[src/rtl/pack_buffer_dual.sv]
// Narrow-to-wide stream packer: RATIO narrow beats (or fewer, closed by in_last) form one
// wide word with a lane keep mask, queued in a DEPTH-entry circular buffer with registered read.
module pack_buffer_dual #(
   parameter int IN_WIDTH  = 32,
   parameter int RATIO     = 2,
   parameter int OUT_WIDTH = IN_WIDTH * RATIO,
   parameter int DEPTH     = 16,
   parameter bit MSB_FIRST = 1'b0
) (
   input  logic                     clk,
   input  logic                     reset,
   input  logic                     in_valid,
   output logic                     in_ready,
   input  logic [IN_WIDTH-1:0]      in_data,
   input  logic                     in_last,
   output logic                     out_valid,
   input  logic                     out_ready,
   output logic [OUT_WIDTH-1:0]     out_data,
   output logic [RATIO-1:0]         out_keep,
   output logic [$clog2(DEPTH):0]   count
);

   localparam int LW = $clog2(RATIO);
   localparam int PW = $clog2(DEPTH) + 1;
   localparam int AW = PW - 1;
   localparam int SW = OUT_WIDTH + RATIO;

   logic [LW-1:0]        lane_q, lane_d;
   logic [OUT_WIDTH-1:0] pack_q, pack_d;
   logic [RATIO-1:0]     pack_keep_q, pack_keep_d;
   logic [PW-1:0]        wr_ptr_q, wr_ptr_d;
   logic [PW-1:0]        rd_ptr_q, rd_ptr_d;
   logic [PW-1:0]        count_q, count_d;
   logic                 in_ready_q, in_ready_d;
   logic                 rd_valid_q, rd_valid_d;
   logic                 out_valid_q, out_valid_d;
   logic [OUT_WIDTH-1:0] out_data_q, out_data_d;
   logic [RATIO-1:0]     out_keep_q, out_keep_d;

   logic [SW-1:0]        mem_q [DEPTH];
   logic [SW-1:0]        mem_rd_q;

   logic [LW-1:0]        lane_sel;
   logic [OUT_WIDTH-1:0] merged_word;
   logic [RATIO-1:0]     merged_keep;
   logic                 accept;
   logic                 commit;
   logic                 pop;
   logic                 out_load;
   logic                 rd_free;
   logic                 rd_en;

   always_comb begin
      lane_sel = lane_q;
      if (MSB_FIRST) begin
         lane_sel = LW'(RATIO - 1) - lane_q;
      end
   end

   // Pack register with the incoming beat merged into its lane; this is what a commit stores.
   for (genvar gi = 0; gi < RATIO; gi++) begin : g_lane
      assign merged_word[gi*IN_WIDTH +: IN_WIDTH] =
         (lane_sel == LW'(gi)) ? in_data : pack_q[gi*IN_WIDTH +: IN_WIDTH];
      assign merged_keep[gi] = (lane_sel == LW'(gi)) | pack_keep_q[gi];
   end

   assign accept = in_valid & in_ready_q;
   assign commit = accept & (in_last | (lane_q == LW'(RATIO - 1)));
   assign pop    = out_valid_q & out_ready;

   // Two staging registers (RAM read register, output register) keep the stream gap-free.
   assign out_load = rd_valid_q & (~out_valid_q | pop);
   assign rd_free  = ~rd_valid_q | out_load;
   assign rd_en    = (wr_ptr_q != rd_ptr_q) & rd_free;

   always_comb begin
      lane_d      = lane_q;
      pack_d      = pack_q;
      pack_keep_d = pack_keep_q;
      if (commit) begin
         lane_d      = '0;
         pack_d      = '0;
         pack_keep_d = '0;
      end else if (accept) begin
         lane_d      = lane_q + LW'(1);
         pack_d      = merged_word;
         pack_keep_d = merged_keep;
      end
   end

   always_comb begin
      wr_ptr_d = wr_ptr_q + PW'(commit);
      rd_ptr_d = rd_ptr_q + PW'(rd_en);
      count_d  = count_q;
      unique case ({commit, pop})
         2'b10:   count_d = count_q + PW'(1);
         2'b01:   count_d = count_q - PW'(1);
         default: count_d = count_q;
      endcase
      in_ready_d = (count_d < PW'(DEPTH));
   end

   always_comb begin
      rd_valid_d  = rd_valid_q;
      out_valid_d = out_valid_q;
      out_data_d  = out_data_q;
      out_keep_d  = out_keep_q;
      if (rd_en) begin
         rd_valid_d = 1'b1;
      end else if (out_load) begin
         rd_valid_d = 1'b0;
      end
      if (out_load) begin
         out_valid_d = 1'b1;
         out_data_d  = mem_rd_q[OUT_WIDTH-1:0];
         out_keep_d  = mem_rd_q[SW-1:OUT_WIDTH];
      end else if (pop) begin
         out_valid_d = 1'b0;
      end
   end

   always_ff @(posedge clk or negedge reset) begin
      if (!reset) begin
         lane_q      <= '0;
         pack_q      <= '0;
         pack_keep_q <= '0;
         wr_ptr_q    <= '0;
         rd_ptr_q    <= '0;
         count_q     <= '0;
         in_ready_q  <= 1'b0;
         rd_valid_q  <= 1'b0;
         out_valid_q <= 1'b0;
         out_data_q  <= '0;
         out_keep_q  <= '0;
      end else begin
         lane_q      <= lane_d;
         pack_q      <= pack_d;
         pack_keep_q <= pack_keep_d;
         wr_ptr_q    <= wr_ptr_d;
         rd_ptr_q    <= rd_ptr_d;
         count_q     <= count_d;
         in_ready_q  <= in_ready_d;
         rd_valid_q  <= rd_valid_d;
         out_valid_q <= out_valid_d;
         out_data_q  <= out_data_d;
         out_keep_q  <= out_keep_d;
      end
   end

   // Storage array carries no reset so it maps onto block RAM; pointers alone define content.
   always_ff @(posedge clk) begin
      if (commit) begin
         mem_q[wr_ptr_q[AW-1:0]] <= {merged_keep, merged_word};
      end
      if (rd_en) begin
         mem_rd_q <= mem_q[rd_ptr_q[AW-1:0]];
      end
   end

   assign in_ready  = in_ready_q;
   assign out_valid = out_valid_q;
   assign out_data  = out_data_q;
   assign out_keep  = out_keep_q;
   assign count     = count_q;

endmodule

[config.mk]
export PLATFORM = sky130hd
export DESIGN_NAME = pack_buffer_dual
export DESIGN_NICKNAME = d
export VERILOG_FILES = /design/src/rtl/pack_buffer_dual.sv
export SDC_FILE = /design/constraint.sdc
export NUM_CORES = 1
export LEC_CHECK = 0
export ABC_AREA = 1
export CORE_ASPECT_RATIO = 1.2
export CORE_MARGIN = 2
export CORE_UTILIZATION = 40
export DETAILED_ROUTE_END_ITERATION = 6
export PLACE_DENSITY = 0.54
export RECOVER_POWER = 50
export SYNTH_ARGS = -nofsm -noshare
export SYNTH_HDL_FRONTEND = slang
export SYNTH_SLANG_ARGS = --single-unit
[constraint.sdc]
create_clock -name clk -period 5.6 [get_ports clk]
set_input_delay 1.12 -clock clk [delete_from_list [all_inputs] [get_ports clk]]
set_output_delay 1.12 -clock clk [all_outputs]
set_load 0.02 [all_outputs]
==> results.py, run 1 <==
metrics = {
    "power_and_ir_drop": {
        "switching_share_pct": 37.2,
        "switching_power_mw": 12.4,
        "max-vdd-ir-drop_uv": 687,
        "combPwrFrac_pct": 33.5,
        "p_per_area_mw_per_mm2": 589,
        "leakage_nw": 19.0,
        "seq_power_share_pct": 40.7,
        "p_int_mw": 20.9,
        "power.total_mw": 33.2,
        "clkPwrFrac_pct": 25.8,
    },
    "synthesis": {
        "synth_mux_area_share_pct": 1.50,
        "synth_area_mm2": 0.0495,
        "async_flop_share_pct": 11.9,
        "synth_edf_count": 1122,
        "ys_seq_area_share_pct": 75.7,
        "postSynthNetCount": 3785,
        "ys_types": 26,
        "synth-compound-area-share_pct": 10.0,
        "postSynthCellCount": 3741,
        "synthSimpleGateAreaFrac_pct": 9.56,
        "synthXorXnorAreaFrac_pct": 0.212,
        "ys.flop_type": "edfxtp_1",
        "avgSynthCellArea_um2": 13.2,
        "synth_top_family_by_area": "compound AO/OA/AOI/OAI gates",
        "ys_ff_latch": 1273,
        "yosys_warnings": 0,
        "synth_fa_ha_area_share_pct": 0.177,
    },
    "clocking": {
        "cts_hold_buf": 0,
        "cts_buffers": 130,
        "cts_tree": "built",
        "clk_latency_ns": 0.76,
        "path_clk_slew_ns": 0.06,
        "root_buffer": "clkbuf_16",
        "cts_setup_buffers": 0,
        "clock-sinks": 1273,
        "ctsHtreeMaxLevel": 4,
        "clockBufferDepth": 3,
        "post_cts_resized": 0,
    },
    "critical_path": {
        "r2r_slack_ns": 1.39,
        "critPathArrivalTime_ns": 4.40,
        "r2r_end": "mem_q[14][49]",
        "ff2ff_path_depth": 2,
        "critical_path.cell_chain": "clkbuf_1, o21ai_1",
        "start_kind": "flop",
        "critPathCaptureType": "flop",
        "cpPeakStageDelay_ns": 1.71,
        "crit_start": "lane_q",
        "r2r_start": "lane_q",
        "crit_type": "reg2reg",
        "slowest_stage": "clkbuf_1",
        "cp.required_ns": 5.80,
        "critPathMaxFanout": 52,
    },
    "die": {
        "chipHeight_um": 389,
        "coreArea_mm2": 0.123,
        "io_pins": 110,
        "dieArea_mm2": 0.127,
        "start_util_pct": 40.2,
        "row_count": 141,
        "fp.dieW_um": 325,
    },
    "sta": {
        "finalSetupViolations": 0,
        "tightest_slew_ns": 2.56,
        "fmax_mhz": 238,
        "rsz0062_at_grt": "no",
        "maxSlewViolCount": 417,
        "fin_ws_ns": 1.39,
        "hold_viol": 0,
        "fin_crit_ns": 4.21,
        "slew_headroom_pct": -70.7,
        "finalSetupTns_ns": 0,
        "fin_crit_sh_pct": 75.1,
        "finClkSkew_ns": 0.0249,
    },
    "job": {
        "drv_cap": 9,
    },
    "cells_and_area": {
        "nets": 3850,
        "final_common_cell": "edfxtp_1",
        "drive_gt1_share_pct": 8.39,
        "area_delta_synth_final_pct": 14.0,
        "insertedDiodeCount": 0,
        "final_cell_mix": "edfxtp_1, nor2_1, o21ai_0",
    },
    "drt": {
        "routed-via-count": 30600,
        "drtIter0Drc": 3212,
        "route.detailed.drc": 0,
        "antenna_left": 0,
        "dr.pass1.iters": 6,
        "vias_per_cell": 5.51,
        "wire_per_inst_um": 24.6,
        "routed_wl_um": 137000,
    },
    "global_routing": {
        "grt_usage_pct": 21.5,
        "grt_util_met3_pct": 4.13,
        "grt_pass1_wl_um": 200000,
        "grt_max_degree": 230,
        "top_usage_layer": "met2",
        "antenna_found_initial": 2,
        "grt_use_met2_pct": 33.1,
        "met1_usage_pct": 31.0,
        "overflow": 0,
        "first_global_vias": 29300,
    },
    "placed_design": {
        "pre_cts_ws_ns": 1.43,
        "portBuffers": 109,
        "hpwl_um": 76800,
        "place.gp.congestion": 0.782,
    },
    "hold_path": {
        "min_path_type": "in2async",
    },
    "outcome": {
        "violations": "capacitance limit, slew limit",
        "status": "finished, violations left",
    },
}
==> worst max path at each step <==
stage | cells past startpoint | slack (ns) | end
finish | 2 | 1.39 | mem_q[14][49]
global route | 4 | 1.02 | pack_q[49]
CTS | 7 | 2.00 | mem_q[0][33]
detailed placement | 8 | 1.43 | mem_q[0][29]
global placement | 8 | 1.48 | mem_q[0][29]
floorplan | 7 | 0.44 | mem_q[10][0]
==> synth_stat cells, types with 12 or more instances <==
cell type | count | area (µm²)
nor2_1 | 626 | 2350
buf_2 | 77 | 385
o211ai_1 | 80 | 601
nand2_1 | 361 | 1360
o21ai_1 | 61 | 305
edfxtp_1 | 1122 | 33700
mux2_2 | 66 | 743
o22ai_1 | 132 | 826
o21ai_0 | 551 | 2760
inv_1 | 53 | 199
buf_4 | 12 | 90.1
nand3_1 | 200 | 1000
clkbuf_1 | 144 | 541
o221ai_1 | 52 | 455
dfrtp_1 | 151 | 3780
==> critical path: cells and delay by family, from the launching register on <==
| kind | cells | cell delay (ns) |
|---|---|---|
| flops | 1 | 0.73 |
| compound gates | 1 | 1.18 |
| buf+inv | 1 | 1.71 |
==> flip-flops by register name, indices dropped and copies added (netlist names), 2 cells and up, named ones only <==
register / flops
pack_q: 64
wr_ptr_q: 5
mem_q: 1056
mem_rd_q: 66
pack_keep_q: 2
out_keep: 2
rd_ptr_q: 5
out_data: 64
count: 4
==> metal layers <==
layer / vias up / part of all wire, %
li1: 13800 / -
met1: 15500 / 45
met4: 0 / 2.2
met5: - / 0
met3: 185 / 6.9
met2: 1048 / 46
==> power by group through the flow <==
| stage | combinational, mW | clock [mW] | sequential, mW |
|---|---|---|---|
| 2_1_floorplan | 6.44 | 0 | 13.8 |
| 3_3_place_gp | 11.2 | 0 | 13.7 |
| 3_5_place_dp | 11.3 | 0 | 13.7 |
| 4_1_cts | 11.3 | 8.76 | 13.5 |
| 5_1_grt | 12.2 | 9.08 | 13.7 |
| 6_report | 11.1 | 8.58 | 13.5 |
==> per-stage QoR <==
step / std cells / util, % / hold WS [ns] / area [µm²]
2_1_floorplan: 3741 / - / 0.450 / 49500
3_3_place_gp: 5318 / 42.6 / 0.458 / 52400
3_5_place_dp: 5318 / 42.6 / 0.464 / 52400
6_report: 5552 / 45.9 / 0.377 / 56400
5_1_grt: 5552 / 45.9 / 0.427 / 56400
4_1_cts: 5552 / 46.0 / 0.376 / 56600
==> cell type report <==
class	count	area, µm²
multi-input combinational	2156	10800
clock buffer	184	3680
clock inverter	50	479
tap	1644	2060
inverter	59	253
timing repair buffer	186	1700
sequential	1273	37500
fill	11000	66500
==> cell families after synthesis <==
group,Yosys count
AOI/OAI and AO/OA,880
adders and majority gates,7
buffers and inverters,312
DFF,1273
xor gates and xnor gates,12
and+or+nand+nor,1191
muxes,66
No activity file was read; power rests on OpenSTA's default activity.
==> inputs of run 2 (changes only) <==
Settings changed: PLACE_DENSITY 0.54 to 0.56.
Clock period 5.6 ns to 3.5 ns, I/O delays scaled along.
==> results.py, run 2 (synthesized netlist as in run 1, its figures left out) <==
metrics = {
    "die": {
        "dieArea_mm2": 0.127,
        "fp.dieW_um": 325,
        "start_util_pct": 40.2,
        "row_count": 141,
        "chipHeight_um": 389,
        "coreArea_mm2": 0.123,
        "io_pins": 110,
    },
    "placed_design": {
        "place.gp.congestion": 0.780,
        "portBuffers": 109,
        "hpwl_um": 74800,
        "dp.cells": 5373,
    },
    "cells_and_area": {
        "final_common_cell": "edfxtp_1",
        "nets": 3897,
        "n_fill_cell": 10900,
        "final_cell_mix": "edfxtp_1, nor2_1, o21ai_0",
        "utilization_pct": 46.4,
        "area_delta_synth_final_pct": 15.2,
        "drive_gt1_share_pct": 10.2,
        "stdcell_count": 5601,
        "largest_register_ffs": 1056,
    },
    "sta": {
        "maxSlewViolCount": 159,
        "fin_crit_ns": 2.95,
        "finalSetupTns_ns": 0,
        "fmax_mhz": 339,
        "finalSetupViolations": 0,
        "whs_ns": 0.468,
        "hold_viol": 0,
        "tightest_slew_ns": 2.00,
        "rsz0062_at_grt": "no",
        "fin_crit_sh_pct": 84.3,
        "slew_headroom_pct": -33.2,
        "finClkSkew_ns": 0.0213,
    },
    "power_and_ir_drop": {
        "p_per_area_mw_per_mm2": 923,
        "max-vdd-ir-drop_uv": 656,
        "leakage_nw": 19.3,
    },
    "clocking": {
        "ctsHtreeMaxLevel": 3,
        "post_cts_resized": 0,
        "path_clk_slew_ns": 0.06,
        "clockBufferDepth": 3,
        "cts_tree": "built",
        "clock-sinks": 1273,
        "cts_setup_buffers": 0,
        "clk_latency_ns": 0.71,
        "root_buffer": "clkbuf_16",
        "cts_buffers": 121,
        "cts_hold_buf": 1,
    },
    "job": {
        "drv_cap": 2,
    },
    "drt": {
        "route.detailed.drc": 0,
        "wire_per_inst_um": 23.4,
        "antenna_left": 0,
        "drtIter0Drc": 3188,
        "routed_wl_um": 131000,
        "vias_per_cell": 5.44,
        "dr.pass1.iters": 5,
        "routed-via-count": 30500,
    },
    "global_routing": {
        "grt_usage_pct": 20.5,
        "antenna_found_initial": 8,
        "overflow": 0,
        "grt_pass1_wl_um": 195000,
        "grt_max_degree": 179,
        "first_global_vias": 29700,
    },
    "hold_path": {
        "min_path_type": "reg2reg",
        "whs_path_depth": 1,
    },
    "critical_path": {
        "ff2ff_path_depth": 3,
        "start_kind": "flop",
        "critPathCaptureType": "flop",
        "critPathArrivalTime_ns": 3.33,
        "critPathMaxFanout": 97,
        "cp.required_ns": 3.87,
        "crit_type": "reg2reg",
    },
    "outcome": {
        "violations": "capacitance limit, slew limit",
        "status": "finished, violations left",
    },
}
==> run 2: final cells by class <==
cell class              count  area, µm²  share of cell area (%)
flip-flops and latches   1273      37500                    65.8
multi-input cells        2156      10800                    18.9
clock buffers             153       3300                    5.79
repair buffers            242       2490                    4.36
well taps                1644       2060                    3.61
clock inverters            72        657                    1.15
inverters                  59        249                   0.437
diodes                      2       5.00                 0.00878
==> run 2: worst paths after layout <==
| path | slack [ns] | endpoint | startpoint |
|---|---|---|---|
| setup / recovery | 0.55 | mem_q[12][15] | lane_q |
| hold / removal | 0.47 | out_keep[0] | mem_rd_q[64] |
| setup reg to reg | 0.55 | mem_q[12][15] | lane_q |
| hold reg to reg | 0.47 | out_keep[0] | mem_rd_q[64] |
| max in group asynchronous | 0.92 | lane_q | reset |
| min in group asynchronous | 1.03 | out_data[19] | reset |
==> run 2: critical path, cell delays in order, from the launching register on <==
cell,delay [ns]
dfrtp_4,0.40
clkbuf_2,1.26
nand2_1,0.10
nand2_1,0.80
==> run 2: through the flow <==
| step | worst slack (ns) | cell area, µm² | total power [mW] |
|---|---|---|---|
| 3_3_place_gp | 0.280 | 53200 | 40.0 |
| 4_1_cts | 0.879 | 57100 | 53.2 |
| 5_1_grt | 0.370 | 57000 | 55.4 |
| 3_5_place_dp | 0.266 | 53200 | 40.1 |
| 2_1_floorplan | -0.206 | 49500 | 32.3 |
| 6_report | 0.549 | 57000 | 52.6 |
==> run 2: layer usage <==
| metal | up-vias | part of all wire (%) | track usage (%) |
|---|---|---|---|
| li1 | 13900 | - | - |
| met1 | 15400 | 43 | 29.0 |
| met2 | 1004 | 47 | 32.5 |
| met3 | 183 | 6.9 | 3.28 |
| met4 | 0 | 2.7 | 6.57 |
| met5 | - | 0 | 0 |
==> run 2: where the power goes <==
| part | switching [mW] | total [mW] | internal (mW) |
|---|---|---|---|
| Sequential | 0.825 | 21.5 | 20.6 |
| Clock | 5.62 | 13.1 | 7.46 |
| Combinational | 12.9 | 18.1 | 5.19 |
